## src/rtl/gray_counter.sv

```systemverilog
// Registered binary/Gray up-down counter with wrap pulse and synchronous load,
// plus a synchronised Gray-to-binary decode path for a pointer from another clock domain.
module gray_counter #(
  parameter int WIDTH       = 4,
  parameter int SYNC_STAGES = 2
) (
  input  logic             clk,
  input  logic             rst_n,
  input  logic             en,
  input  logic             up,
  input  logic             load,
  input  logic [WIDTH-1:0] load_bin,
  output logic [WIDTH-1:0] bin_out,
  output logic [WIDTH-1:0] gray_out,
  output logic             wrap,
  input  logic [WIDTH-1:0] remote_gray_in,
  output logic [WIDTH-1:0] remote_bin_out,
  output logic             remote_valid
);

  localparam logic [WIDTH-1:0] ALL_ONES    = {WIDTH{1'b1}};
  localparam logic [WIDTH-1:0] ONE         = {{(WIDTH-1){1'b0}}, 1'b1};
  localparam logic [2:0]       VALID_LIMIT = 3'(SYNC_STAGES + 1);

  logic [WIDTH-1:0] bin_q, bin_d;
  logic [WIDTH-1:0] gray_q, gray_d;
  logic             wrap_q, wrap_d;

  logic [WIDTH-1:0] sync_q [SYNC_STAGES];
  logic [WIDTH-1:0] remote_bin_q, remote_bin_d;
  logic [2:0]       vcnt_q, vcnt_d;

  // Load beats enable; the Gray code is computed from the next binary value so
  // both registers update together and gray_out never passes through a decoder.
  always_comb begin
    bin_d  = bin_q;
    wrap_d = 1'b0;
    if (load) begin
      bin_d = load_bin;
    end else if (en) begin
      if (up) begin
        bin_d  = bin_q + ONE;
        wrap_d = (bin_q == ALL_ONES);
      end else begin
        bin_d  = bin_q - ONE;
        wrap_d = (bin_q == '0);
      end
    end
    gray_d = bin_d ^ (bin_d >> 1);
  end

  always_ff @(posedge clk or negedge rst_n) begin
    if (!rst_n) begin
      bin_q  <= '0;
      gray_q <= '0;
      wrap_q <= 1'b0;
    end else begin
      bin_q  <= bin_d;
      gray_q <= gray_d;
      wrap_q <= wrap_d;
    end
  end

  // Binary bit i is the XOR of all Gray bits at or above i.
  always_comb begin
    remote_bin_d = '0;
    for (int i = 0; i < WIDTH; i++) begin
      remote_bin_d[i] = ^(sync_q[SYNC_STAGES-1] >> i);
    end
  end

  always_comb begin
    vcnt_d = vcnt_q;
    if (vcnt_q != VALID_LIMIT) vcnt_d = vcnt_q + 3'd1;
  end

  always_ff @(posedge clk or negedge rst_n) begin
    if (!rst_n) begin
      for (int s = 0; s < SYNC_STAGES; s++) sync_q[s] <= '0;
      remote_bin_q <= '0;
      vcnt_q       <= '0;
    end else begin
      sync_q[0] <= remote_gray_in;
      for (int s = 1; s < SYNC_STAGES; s++) sync_q[s] <= sync_q[s-1];
      remote_bin_q <= remote_bin_d;
      vcnt_q       <= vcnt_d;
    end
  end

  // remote_valid is a level with no ready: once high, remote_bin_out carries a
  // meaningful decoded pointer every cycle until the next reset.
  assign remote_valid   = (vcnt_q == VALID_LIMIT);
  assign remote_bin_out = remote_bin_q;
  assign bin_out        = bin_q;
  assign gray_out       = gray_q;
  assign wrap           = wrap_q;

endmodule

```

## config.mk

```make
export PLATFORM = sky130hd
export DESIGN_NAME = gray_counter
export DESIGN_NICKNAME = d
export VERILOG_FILES = /design/src/rtl/gray_counter.sv
export SDC_FILE = /design/constraint.sdc
export NUM_CORES = 1
export LEC_CHECK = 0
export ABC_AREA = 1
export ABC_CLOCK_PERIOD_IN_PS = 1400
export BUFFER_PORTS_ARGS = -buffer_cell sky130_fd_sc_hd__buf_4
export CAP_MARGIN = 20
export CORE_AREA = 3 3 60 62
export CTS_BUF_LIST = sky130_fd_sc_hd__clkbuf_4 sky130_fd_sc_hd__clkbuf_8 sky130_fd_sc_hd__clkbuf_16
export DETAILED_ROUTE_END_ITERATION = 10
export DIE_AREA = 0 0 63 65
export RECOVER_POWER = 25
export SLEW_MARGIN = 0
export SYNTH_ARGS = -nofsm -noshare
export SYNTH_HDL_FRONTEND = slang
export SYNTH_SLANG_ARGS = --single-unit
```

## constraint.sdc

```tcl
create_clock -name clk -period 1.4 [get_ports clk]
set_input_delay 0.14 -clock clk [delete_from_list [all_inputs] [get_ports clk]]
set_output_delay 0.14 -clock clk [all_outputs]
set_load 0.02 [all_outputs]
```

==> reports/metrics.json, run 1 <==
{
  "final_layout": {
    "finish.net_count": 149,
    "final_core_utilization": 0.454,
    "area_growth_syn_to_layout_pct": 48.6,
    "fillCellCount": 304,
    "antenna-diode-count": 0,
    "design_area_um2": 1400,
    "drive_gt1_frac": 0.431
  },
  "setup_path": {
    "worst-endpoint-arrival_ns": 1.68,
    "crit_required_ns": 1.60,
    "r2r-start": "bin_out[1]",
    "r2r_setup_slack_ns": -0.09,
    "rr_worst_depth": 6,
    "critPathLaunchType": "flip-flop",
    "timing.critical_path.fanout_max": 3,
    "criticalPathCategory": "reg -> reg",
    "crit_path_start": "bin_out[1]",
    "rr_endpoint": "gray_out[0]",
    "endpoint_of_the_worst_setup_timing_path": "gray_out[0]",
    "end_kind": "flip-flop"
  },
  "timing": {
    "fin_skew_ns": 0.0124,
    "grt_setup_unrepaired": "true",
    "timing.fmax_mhz": 672,
    "timing.final.crit_share": 1.06,
    "timing.max_slew.rel_slack": 0.634,
    "worst-slew-pin-transition_ns": 0.550,
    "worst_hold_slack_ns": 0.0289,
    "layout_setup_ws_ns": -0.0888,
    "setup_viol_count_final": 3,
    "final-max-slew-violation-count": 0,
    "finalCriticalPeriod_ns": 1.49,
    "finalHoldViolCount": 0
  },
  "power_and_ir_drop": {
    "largest_voltage_drop_on_the_vdd_net_mv": 0.538,
    "power.density_cell_area_nw_per_um2": 1060,
    "cellLeakagePower_nw": 0.676
  },
  "route": {
    "route.detailed.wl_per_inst_um": 10.5,
    "detailedRoute.firstIterationViolations": 3,
    "route.vias.total": 716,
    "routed_wirelength_um": 1830,
    "route.detailed.drc": 0,
    "drt_pre_antenna_iters": 2,
    "postRouteAntennaNets": 0,
    "detail_route.vias_per_cell": 4.11
  },
  "place": {
    "post-dp-hpwl_um": 1340,
    "placer_congestion": 0.836,
    "placedInstanceArea_um2": 1230,
    "place_worst_setup_slack_ns": -0.0994,
    "buffer_ports.inserted": 26
  },
  "clocking": {
    "cts_sinks": 23,
    "worst_setup_hold_path_clk_slew_ns": 0.13,
    "ctsHtreeMaxLevel": 1,
    "tritoncts": "built",
    "ctsRootBufferMaster": "clkbuf_4",
    "clock_latency_ns": 0.30,
    "number_of_buffers_between_clock_root_and_the_deepest_sink": 2,
    "numCtsBuffers": 3
  },
  "hold_path": {
    "worst_hold_start": "load",
    "hold_path_class": "in -> reg"
  },
  "synthesis": {
    "synth_top_cell_by_area": "dfrtp_1",
    "synth_area_leaders": "dfrtp_1 (61%), nand2_1 (7.6%), ha_1 (5.3%), xor2_1 (4.7%), inv_1 (4.4%)",
    "netlist_top_cells_count": "dfrtp_1 (23), nand2_1 (19), inv_1 (11)",
    "synth-warning-count": 0,
    "synth_edf_count": 0,
    "synth_fp_nets": 105,
    "synth.distinct_cells": 17,
    "synth_area_per_cell_um2": 10.8,
    "synthArstFlopShare": 1.00,
    "synthDominantCellAreaShare": 0.613,
    "post-synth-top-count-cell": "dfrtp_1",
    "seq_area_frac_synth": 0.613,
    "synth_register_bits": 23,
    "synthFlopType": "dfrtp_1",
    "post_synth_inst_count": 87,
    "synth.cell_area_um2": 940
  },
  "global_routing": {
    "grt_pass1_vias": 732,
    "globalRoute.totalOverflow": 0,
    "maximum_number_of_pins_on_one_net_before_global_route_repair": 24,
    "grt_antenna_before_repair": 0,
    "overall_track_demand_over_capacity_in_global_routing": 0.0957,
    "grt_first_pass_wirelength_um": 3110
  },
  "floorplanning": {
    "initial_cell_density_of_the_core": 0.305,
    "die_height_um": 65,
    "die_w_um": 63,
    "num_io_pins": 27,
    "dieArea_um2": 4100,
    "placeableCoreArea_um2": 3080,
    "placementRows": 20
  },
  "status": {
    "run_status": "finished with violations",
    "failed_checks": "setup timing"
  },
  "flow_run": {
    "max_cap_viol_count": 0
  }
}
[power breakdown]
group,switching [mW],internal (mW),total [mW]
Combinational,0.224,0.200,0.424
Clock,0.187,0.106,0.293
Sequential,0.0315,0.727,0.759
[per-layer routing]
metal,share of wire,GRT usage
met5,0,0
met3,0.035,0.0260
met4,0.011,0.0413
met2,0.52,0.166
met1,0.43,0.111
[worst min-delay path by stage]
stage / to / slack [ns] / cells after the start
2_1_floorplan: bin_out[0] / -0.16 / 0
3_3_place_gp: wrap / 0.04 / 1
3_5_place_dp: bin_out[3] / 0.05 / 1
4_1_cts: wrap / 0.01 / 2
5_1_grt: wrap / 0.01 / 2
6_report: wrap / 0.03 / 2
[critical path, stage by stage (launching register included)]
cell,delay (ns)
dfrtp_2,0.44
fa_1,0.50
nand2_1,0.05
nand2_1,0.05
nand2_1,0.04
o21a_1,0.14
xor2_1,0.15
[cell families after synthesis]
family | after synthesis | share of synthesized area
and+or+nand+nor | 29 | 0.128
DFF | 23 | 0.613
buffers and inverters | 12 | 0.0519
AOI/OAI and AO/OA | 10 | 0.0559
xor gates and xnor gates | 7 | 0.0652
adders and majority gates | 5 | 0.0746
muxes | 1 | 0.0120
[cells in the final DEF, fill, tap and decap left out, drive strengths merged]
master / n
dfrtp: 23
dlygate4sd3: 5
clkbuf: 4
fa: 1
xnor2: 2
nor2: 4
nand2: 19
inv: 11
ha: 4
buf: 34
nand3: 3
or2: 2
o21a: 1
a21oi: 5
clkinv: 1
nor4: 1
o21ai: 4
mux2: 1
xor2: 5
[final cells by class]
class / count / area [um^2] / share of cell area
well taps: 44 / 55.1 / 0.0394
flip-flops and latches: 23 / 579 / 0.415
clock inverters: 1 / 5.00 / 0.00358
repair buffers: 40 / 318 / 0.228
inverters: 11 / 41.3 / 0.0296
clock buffers: 3 / 22.5 / 0.0161
multi-input cells: 52 / 375 / 0.269
[registers in the layout, summed over array words and instances, names as in the netlist]
signal	cells
sync_q	8
bin_out	4
remote_bin_out	4
gray_out	3
vcnt_q	3
wrap	1
[what timing repair did]
| item | 4_1_cts | 5_1_grt |
|---|---|---|
| hold buffers | 5 | 0 |
| resized for setup | 6 | 7 |
| endpoints found under the setup margin | 6 | 7 |
| hold endpoints to repair | 27 | 0 |
| pin swaps | 7 | 6 |
| buffers inserted | 2 | 3 |
[metrics by stage]
step,setup TNS [ns],cells,total power [mW]
2_1_floorplan,-0.320,87,0.983
3_3_place_gp,-0.174,160,1.15
3_5_place_dp,-0.260,160,1.16
4_1_cts,-0.254,171,1.49
5_1_grt,-0.677,174,1.58
6_report,-0.244,174,1.48
Power figures use the tool's default switching activity.
==> run 2: changes to the inputs <==
- ABC_AREA: 1 -> not set
- GPL_ROUTABILITY_DRIVEN: not set -> 1
- GPL_TIMING_DRIVEN: not set -> 0
==> run 2 against run 1 <==
  * Final cell count down 13%
  * The flow still finishes with violations (setup timing)
  * Clock skew down 0.011 ns
  * Total power up 3.8%
  * Critical endpoint is now gray_out[2]
  * Synthesized area down 2.9%
  * Maximum frequency down 6.3%
  * Highest routed layer unchanged
  * Via count down 13%
  * Final area down 3.5%
  * Global-route usage down 1.2 points
  * Clock-buffer cell count unchanged
  * Worst setup slack worse by 0.10 ns
==> reports/metrics.json, run 2 <==
{
  "clocking": {
    "worst_setup_hold_path_clk_slew": {"value": 0.12, "unit": "ns", "change": "about the same"},
    "ctsRootBufferMaster": "clkbuf_4",
    "clock_latency": {"value": 0.30, "unit": "ns", "change": "about the same"},
    "ctsHtreeMaxLevel": {"value": 1, "change": "unchanged"},
    "cts_sinks": {"value": 23, "change": "unchanged"},
    "number_of_buffers_between_clock_root_and_the_deepest_sink": {"value": 2, "change": "unchanged"},
    "numCtsBuffers": {"value": 3, "change": "unchanged"},
    "tritoncts": "built"
  },
  "global_routing": {
    "grt_pass1_vias": {"value": 599, "change": "-18%"},
    "overall_track_demand_over_capacity_in_global_routing": {"value": 0.0834, "change": "-0.0123"},
    "grt_antenna_before_repair": {"value": 0, "change": "unchanged"},
    "grt_first_pass_wirelength": {"value": 2680, "unit": "um", "change": "-14%"},
    "globalRoute.totalOverflow": {"value": 0, "change": "unchanged"},
    "maximum_number_of_pins_on_one_net_before_global_route_repair": {"value": 24, "change": "unchanged"}
  },
  "timing": {
    "timing.max_slew.rel_slack": {"value": 0.645, "change": "+0.0114"},
    "timing.final.crit_share": {"value": 1.13, "change": "+0.0714"},
    "finalCriticalPeriod": {"value": 1.59, "unit": "ns", "change": "+0.0999 ns"},
    "timing.fmax": {"value": 629, "unit": "MHz", "change": "-6.3%"},
    "finalHoldViolCount": {"value": 0, "change": "unchanged"},
    "setup_viol_count_final": {"value": 6, "change": "+3"},
    "layout_setup_ws": {"value": -0.189, "unit": "ns", "change": "-0.0999 ns"},
    "grt_setup_unrepaired": "true",
    "fin_skew": {"value": 0.00110, "unit": "ns", "change": "-0.0113 ns"},
    "final-max-slew-violation-count": {"value": 0, "change": "unchanged"},
    "worst-slew-pin-transition": {"value": 0.533, "unit": "ns", "change": "-0.0170 ns"}
  },
  "synthesis": {
    "synth.distinct_cells": {"value": 23, "change": "+6"},
    "synth_fp_nets": {"value": 85, "change": "-19%"},
    "synthDominantCellAreaShare": {"value": 0.631, "change": "+0.0185"},
    "post_synthesis_xor_xnor_area_fraction": {"value": 0.0960, "change": "+0.0308"},
    "post_synth_inst_count": {"value": 67, "change": "-23%"},
    "synth_area_leaders": "dfrtp_1 (63%), ha_1 (5.5%), xnor2_1 (4.8%), xor2_1 (4.8%), fa_1 (2.2%)",
    "dominant_combinational_cell_family_by_area_after_synthesis": "XOR/XNOR gates",
    "seq_area_frac_synth": {"value": 0.631, "change": "+0.0185"},
    "muxShareOfSynthArea": {"value": 0.0343, "change": "+0.0223"},
    "synth_area_per_cell": {"value": 13.6, "unit": "um^2", "change": "+26%"},
    "synth_register_bits": {"value": 23, "change": "unchanged"},
    "post-synth-top-count-cell": "dfrtp_1",
    "netlist_top_cells_count": "dfrtp_1 (23), xnor2_1 (5), xor2_1 (5)",
    "synth_edf_count": {"value": 0, "change": "unchanged"},
    "synthArstFlopShare": {"value": 1.00, "change": "unchanged"},
    "synth.cell_area": {"value": 912, "unit": "um^2", "change": "-2.9%"},
    "synthSimpleGateAreaFrac": {"value": 0.0809, "change": "-0.0469"},
    "synth_adder_area_share": {"value": 0.0768, "change": "+0.00225"},
    "synth_top_cell_by_area": "dfrtp_1",
    "compound_gate_portion_of_the_synthesized_area": {"value": 0.0521, "change": "-0.00380"},
    "synth-warning-count": {"value": 0, "change": "unchanged"},
    "synthFlopType": "dfrtp_1"
  },
  "final_layout": {
    "drive_gt1_frac": {"value": 0.495, "change": "+0.0646"},
    "final_core_utilization": {"value": 0.438, "change": "-0.0159"},
    "design_area": {"value": 1350, "unit": "um^2", "change": "-3.5%"},
    "antenna-diode-count": {"value": 0, "change": "unchanged"},
    "fillCellCount": {"value": 306, "change": "+0.66%"},
    "mostFrequentLayoutCells": "buf_4 (31), dfrtp_1 (20), xor2_1 (5), xnor2_1 (5), dlygate4sd3_1 (5)",
    "finish.net_count": {"value": 126, "change": "-15%"},
    "area_growth_syn_to_layout_pct": 47.7,
    "largest-register": "sync_q",
    "mostFrequentLayoutCell": "buf_4",
    "largest_register_ffs": {"value": 8, "change": "unchanged"}
  },
  "route": {
    "postRouteAntennaNets": {"value": 0, "change": "unchanged"},
    "drt_pre_antenna_iters": {"value": 4, "change": "+2"},
    "detailedRoute.firstIterationViolations": {"value": 10, "change": "+7"},
    "detail_route.vias_per_cell": {"value": 4.11, "change": "about the same"},
    "route.detailed.wl_per_inst": {"value": 10.9, "unit": "um", "change": "+3.1%"},
    "route.detailed.drc": {"value": 0, "change": "unchanged"},
    "route.vias.total": {"value": 621, "change": "-13%"},
    "routed_wirelength": {"value": 1640, "unit": "um", "change": "-10%"}
  },
  "setup_path": {
    "end_kind": "flip-flop",
    "r2r-start": "bin_out[1]",
    "timing.critical_path.fanout_max": {"value": 4, "change": "+1"},
    "criticalPathCategory": "reg -> reg",
    "rr_endpoint": "gray_out[2]",
    "crit_required": {"value": 1.59, "unit": "ns", "change": "about the same"},
    "r2r_setup_slack": {"value": -0.19, "unit": "ns", "change": "-0.10 ns"},
    "worst-endpoint-arrival": {"value": 1.78, "unit": "ns", "change": "+0.10 ns"},
    "critPathLaunchType": "flip-flop",
    "rr_worst_depth": {"value": 5, "change": "-1"}
  },
  "hold_path": {
    "whs_path_depth": {"value": 3, "change": "+1"},
    "hold_path_class": "in -> reg",
    "worst_hold_start": "load_bin[1]",
    "hold-path-endpoint": "bin_out[1]"
  },
  "power_and_ir_drop": {
    "largest_voltage_drop_on_the_vdd_net": {"value": 0.391, "unit": "mV", "change": "-27%"},
    "power_report.internal_total": {"value": 1.07, "unit": "mW", "change": "+4.0%"},
    "power.density_cell_area": {"value": 1140, "unit": "nW/um^2", "change": "+7.5%"},
    "net-switching-power": {"value": 457, "unit": "uW", "change": "+3.2%"},
    "pwr-share-clk": {"value": 0.191, "change": "-0.008"},
    "power": {"value": 1.53, "unit": "mW", "change": "+3.8%"},
    "seq_power_share": {"value": 0.509, "change": "-0.005"},
    "switching_fraction_of_total_power": {"value": 0.298, "change": "-0.00157"},
    "cellLeakagePower": {"value": 0.608, "unit": "nW", "change": "-10%"},
    "comb_power_share": {"value": 0.300, "change": "+0.013"}
  },
  "floorplanning": {
    "placeableCoreArea": {"value": 3080, "unit": "um^2", "change": "unchanged"},
    "initial_cell_density_of_the_core": {"value": 0.296, "change": "-0.00894"},
    "dieArea": {"value": 4100, "unit": "um^2", "change": "unchanged"},
    "num_io_pins": {"value": 27, "change": "unchanged"},
    "die_height": {"value": 65, "unit": "um", "change": "unchanged"},
    "die_w": {"value": 63, "unit": "um", "change": "unchanged"},
    "placementRows": {"value": 20, "change": "unchanged"}
  },
  "place": {
    "buffer_ports.inserted": {"value": 25, "change": "-3.8%"},
    "placer_congestion": {"value": 0.743, "change": "-11%"},
    "place_worst_setup_slack": {"value": -0.213, "unit": "ns", "change": "-0.113 ns"},
    "post-dp-hpwl": {"value": 1180, "unit": "um", "change": "-12%"},
    "placedInstanceArea": {"value": 1200, "unit": "um^2", "change": "-2.8%"}
  },
  "status": {
    "run_status": "finished with violations",
    "failed_checks": "setup timing"
  },
  "flow_run": {
    "max_cap_viol_count": {"value": 0, "change": "unchanged"}
  }
}
==> run 2: cell count changes in the layout (fill, tap and decap cells not counted), moves of 2 or more <==
| cell | previous run | this run |
|---|---|---|
| nand2_1 | 15 | 3 |
| inv_1 | 10 | 3 |
| a21oi_1 | 4 | 0 |
| nand2_2 | 4 | 0 |
| nand3_1 | 3 | 0 |
| xnor2_1 | 2 | 5 |
| mux2i_1 | 0 | 2 |
==> run 2: area by class of cell <==
cell class	count	area, um^2	share of cell area
Buffer	2	15.0	0.0111
Clock buffer	3	22.5	0.0167
Clock inverter	1	5.00	0.00371
Inverter	3	11.3	0.00836
Multi-Input combinational cell	39	375	0.279
Sequential cell	23	579	0.430
Tap cell	44	55.1	0.0409
Timing Repair Buffer	36	284	0.211
==> run 2: how the worst max path moves through the flow <==
stage	startpoint	to	slack, ns	cells past startpoint
final	bin_out[1]	gray_out[2]	-0.19	5
after global routing	bin_out[1]	gray_out[2]	-0.23	5
after CTS	bin_out[1]	gray_out[2]	-0.20	5
after detailed placement	bin_out[2]	gray_out[2]	-0.21	5
after global placement	bin_out[0]	gray_out[2]	-0.19	5
after floorplan	bin_out[2]	gray_out[2]	-0.17	5
==> run 2: kinds of logic after synthesis <==
group | Yosys count
xor+xnor | 10
simple gates | 13
flops | 23
buf+inv | 5
fa+ha+maj | 5
compound gates | 8
mux | 3
==> run 2: per-layer routing <==
metal | vias to the layer above | GRT usage | wire (um) | part of all wire
met1 | 297 | 0.102 | 761 | 0.46
li1 | 302 | - | - | -
met2 | 20 | 0.140 | 786 | 0.48
met4 | 0 | 0.0331 | 6 | 0.0037
met5 | - | 0 | 0 | 0
met3 | 2 | 0.0225 | 85 | 0.052
==> run 2: power by group through the flow <==
stage          combinational [mW]  clock [mW]  sequential [mW]
2_1_floorplan               0.165           0            0.874
3_3_place_gp                0.405           0            0.806
3_5_place_dp                0.414           0            0.807
4_1_cts                     0.459       0.310            0.781
5_1_grt                     0.497       0.332            0.790
6_report                    0.460       0.293            0.779
==> run 2: repair_timing <==
action                     in CTS  in global routing
hold endpoints to repair       27                  0
buffers inserted                4                  2
gates resized for setup         3                  4
hold buffers                    5                  0
pin swaps                       3                  4
setup endpoints to repair       7                  8
==> run 2: through the flow <==
| stage | TNS [ns] | std cells | hold WS (ns) |
|---|---|---|---|
| after floorplan | -0.496 | 67 | -0.156 |
| after global placement | -0.588 | 136 | 0.0378 |
| after detailed placement | -0.712 | 136 | 0.0455 |
| after CTS | -0.589 | 149 | 0.0567 |
| after global routing | -0.838 | 151 | 0.0653 |
| final | -0.429 | 151 | 0.0649 |
==> run 2: worst max-delay path, stage by stage, from the launching register on <==
cell	delay [ns]
dfrtp_2	0.47
ha_4	0.27
nand3_2	0.08
and4b_1	0.18
or3_4	0.33
xor2_1	0.15
==> run 3: changes to the inputs <==
- CORE_AREA: 3 3 60 62 -> 3 3 50 52
- DIE_AREA: 0 0 63 65 -> 0 0 53 55
- PLACE_DENSITY: not set -> 0.7
==> run 3 against run 2 <==
  * The flow still finishes with violations (setup timing)
  * Clock skew is 0.0032 ns higher
  * Final cell count is 7.9% lower
  * Worst hold slack better by 0.0016 ns
  * Final area is 2.7% higher
  * Sequential power hardly changed
  * Utilization is 21 points higher
  * Combinational power is 12% higher
  * Global-route usage is 3.8 points higher
  * Critical path depth stayed put
  * Wire length is 1.2% lower
  * Sequential share of layout area is 1.1 points lower
==> reports/metrics.json, run 3 (synthesis gave the netlist of run 2 again) <==
{
  "status": {
    "run_status": "finished with violations",
    "failed_checks": "setup timing"
  },
  "floorplanning": {
    "placeableCoreArea": {"value": 2150, "unit": "um^2", "change": "-30%"},
    "die_height": {"value": 55, "unit": "um", "change": "-15%"},
    "placementRows": {"value": 17, "change": "-15%"},
    "die_w": {"value": 53, "unit": "um", "change": "-16%"},
    "initial_cell_density_of_the_core": {"value": 0.425, "change": "+0.128"},
    "dieArea": {"value": 2920, "unit": "um^2", "change": "-29%"},
    "num_io_pins": {"value": 27, "change": "unchanged"}
  },
  "power_and_ir_drop": {
    "power.density_cell_area": {"value": 1150, "unit": "nW/um^2", "change": "+0.98%"},
    "net-switching-power": {"value": 475, "unit": "uW", "change": "+3.9%"},
    "switching_fraction_of_total_power": {"value": 0.299, "change": "+0.000618"},
    "comb_power_share": {"value": 0.325, "change": "+0.025"},
    "largest_voltage_drop_on_the_vdd_net": {"value": 0.646, "unit": "mV", "change": "+65%"},
    "pwr-share-clk": {"value": 0.184, "change": "-0.007"},
    "cellLeakagePower": {"value": 0.634, "unit": "nW", "change": "+4.3%"},
    "power": {"value": 1.59, "unit": "mW", "change": "+3.7%"},
    "seq_power_share": {"value": 0.491, "change": "-0.018"},
    "power_report.internal_total": {"value": 1.11, "unit": "mW", "change": "+3.6%"}
  },
  "setup_path": {
    "crit_family": "simple AND/OR/NAND/NOR gates",
    "critical_path_depth": {"value": 5, "change": "unchanged"},
    "worst-endpoint-arrival": {"value": 1.78, "unit": "ns", "change": "about the same"},
    "timing.critical_path.cells": "ha_4 > nand3_2 > and4b_1 > or3_4 > xor2_1",
    "crit_buf_inv": {"value": 0, "change": "unchanged"},
    "end_kind": "flip-flop",
    "crit_path_start": "bin_out[2]",
    "criticalPathCategory": "reg -> reg",
    "critical_path_s_slowest_cell": "dfrtp_2",
    "crit_required": {"value": 1.60, "unit": "ns", "change": "about the same"},
    "timing.critical_path.fanout_max": {"value": 3, "change": "-1"},
    "worst_path_largest_cell_delay": {"value": 0.45, "unit": "ns", "change": "-0.02 ns"},
    "r2r_setup_slack": {"value": -0.18, "unit": "ns", "change": "about the same"},
    "endpoint_of_the_worst_setup_timing_path": "gray_out[2]",
    "r2r-start": "bin_out[2]",
    "rr_endpoint": "gray_out[2]",
    "rr_worst_depth": {"value": 5, "change": "unchanged"},
    "critPathLaunchType": "flip-flop"
  },
  "global_routing": {
    "grt_pass1_vias": {"value": 581, "change": "-3.0%"},
    "grt_antenna_before_repair": {"value": 0, "change": "unchanged"},
    "globalRoute.totalOverflow": {"value": 0, "change": "unchanged"},
    "maximum_number_of_pins_on_one_net_before_global_route_repair": {"value": 24, "change": "unchanged"},
    "grt_first_pass_wirelength": {"value": 2440, "unit": "um", "change": "-9.0%"},
    "overall_track_demand_over_capacity_in_global_routing": {"value": 0.122, "change": "+0.0381"}
  },
  "route": {
    "route.detailed.wl_per_inst": {"value": 11.7, "unit": "um", "change": "+7.4%"},
    "routed_wirelength": {"value": 1620, "unit": "um", "change": "-1.2%"},
    "route.vias.total": {"value": 647, "change": "+4.2%"},
    "route.detailed.drc": {"value": 0, "change": "unchanged"},
    "drt_pre_antenna_iters": {"value": 2, "change": "-2"},
    "detailedRoute.firstIterationViolations": {"value": 2, "change": "-8"},
    "postRouteAntennaNets": {"value": 0, "change": "unchanged"},
    "detail_route.vias_per_cell": {"value": 4.65, "change": "+13%"}
  },
  "place": {
    "post-dp-hpwl": {"value": 1050, "unit": "um", "change": "-11%"},
    "place_worst_setup_slack": {"value": -0.204, "unit": "ns", "change": "+0.00909 ns"},
    "placedInstanceArea": {"value": 1180, "unit": "um^2", "change": "-1.7%"},
    "buffer_ports.inserted": {"value": 25, "change": "unchanged"},
    "placer_congestion": {"value": 0.711, "change": "-4.2%"}
  },
  "timing": {
    "grt_setup_unrepaired": "true",
    "worst_hold_slack": {"value": 0.0665, "unit": "ns", "change": "+0.00163 ns"},
    "fin_skew": {"value": 0.00429, "unit": "ns", "change": "+0.00319 ns"},
    "final-max-slew-violation-count": {"value": 0, "change": "unchanged"},
    "worst-slew-pin-transition": {"value": 0.514, "unit": "ns", "change": "-0.0185 ns"},
    "finalCriticalPeriod": {"value": 1.58, "unit": "ns", "change": "-0.00897 ns"},
    "layout_setup_ws": {"value": -0.180, "unit": "ns", "change": "+0.00897 ns"},
    "fin_setup_tns": {"value": -0.574, "unit": "ns", "change": "-0.145 ns"},
    "finalHoldViolCount": {"value": 0, "change": "unchanged"},
    "timing.max_slew.rel_slack": {"value": 0.657, "change": "+0.0124"},
    "setup_viol_count_final": {"value": 6, "change": "unchanged"},
    "timing.fmax": {"value": 633, "unit": "MHz", "change": "+0.57%"},
    "timing.final.crit_share": {"value": 1.13, "change": "-0.00641"}
  },
  "clocking": {
    "number_of_buffers_between_clock_root_and_the_deepest_sink": {"value": 2, "change": "unchanged"},
    "ctsHtreeMaxLevel": {"value": 1, "change": "unchanged"},
    "tritoncts": "built",
    "worst_setup_hold_path_clk_slew": {"value": 0.12, "unit": "ns", "change": "about the same"},
    "clock_latency": {"value": 0.30, "unit": "ns", "change": "about the same"},
    "numCtsBuffers": {"value": 3, "change": "unchanged"},
    "ctsRootBufferMaster": "clkbuf_4",
    "cts_sinks": {"value": 23, "change": "unchanged"}
  },
  "final_layout": {
    "fillCellCount": {"value": 175, "change": "-43%"},
    "area_growth_syn_to_layout_pct": 51.7,
    "largest-register": "sync_q",
    "design_area": {"value": 1380, "unit": "um^2", "change": "+2.7%"},
    "finish.net_count": {"value": 130, "change": "+3.2%"},
    "largest_register_ffs": {"value": 8, "change": "unchanged"},
    "multiInputGateArea": {"value": 383, "unit": "um^2", "change": "+2.0%"},
    "mostFrequentLayoutCells": "buf_4 (30), dfrtp_1 (20), buf_6 (6)",
    "seq_area": {"value": 579, "unit": "um^2", "change": "unchanged"},
    "drive_gt1_frac": {"value": 0.514, "change": "+0.0182"},
    "antenna-diode-count": {"value": 0, "change": "unchanged"},
    "mostFrequentLayoutCell": "buf_4"
  },
  "hold_path": {
    "hold_path_class": "in -> reg",
    "whs_path_depth": {"value": 3, "change": "unchanged"}
  },
  "flow_run": {
    "max_cap_viol_count": {"value": 0, "change": "unchanged"}
  }
}
-- run 3: cell types whose count changed in the layout (fill, tap and decap cells not counted), sizes merged --
cell | previous run | this run
buf | 32 | 36
-- run 3: layout make-up --
type / instances / area share
Sequential cell: 23 / 0.419
Multi-Input combinational cell: 39 / 0.277
Timing Repair Buffer: 40 / 0.241
Tap cell: 28 / 0.0253
Clock buffer: 3 / 0.0163
Buffer: 2 / 0.0108
Inverter: 3 / 0.00814
Clock inverter: 1 / 0.00362
-- run 3: worst min-delay path, stage by stage --
cell	delay, ns
buf_4	0.08
a21oi_2	0.07
inv_1	0.05
-- run 3: power groups by stage --
stage	Combinational, mW	Clock [mW]	Sequential (mW)
finish	0.517	0.292	0.780
global route	0.559	0.339	0.788
CTS	0.475	0.301	0.780
detailed placement	0.411	0	0.803
global placement	0.405	0	0.802
floorplan	0.165	0	0.874
-- run 3: repair_timing --
| action | CTS | global route |
|---|---|---|
| gates resized for setup | 4 | 9 |
| buffers inserted | 7 | 3 |
| hold buffers | 5 | 0 |
| setup endpoints to repair | 7 | 8 |
| cloned | 0 | 0 |
| endpoints found under the hold margin | 27 | 0 |
| pin swaps | 5 | 7 |
-- run 3: per-stage QoR --
stage | cells | util
CTS | 136 | 0.618
global placement | 120 | 0.549
floorplan | 67 | -
global route | 139 | 0.644
finish | 139 | 0.644
detailed placement | 120 | 0.549
-- run 3: worst min-delay path by stage --
stage                 from    endpoint  slack, ns
4_1_cts        load_bin[1]  bin_out[1]       0.06
3_5_place_dp         rst_n   sync_q[7]       0.04
6_report       load_bin[1]  bin_out[1]       0.07
5_1_grt        load_bin[1]  bin_out[1]       0.07
3_3_place_gp         rst_n   sync_q[6]       0.04
2_1_floorplan        rst_n  bin_out[0]      -0.16
-- run 3: per-layer routing --
metal,global-route usage,vias up,share of wire,wire length (um)
met5,0,-,0,0
met4,0.0766,0,0.0074,12
met3,0.0322,2,0.057,92
met2,0.192,15,0.51,819
met1,0.148,313,0.43,696
li1,-,317,-,-
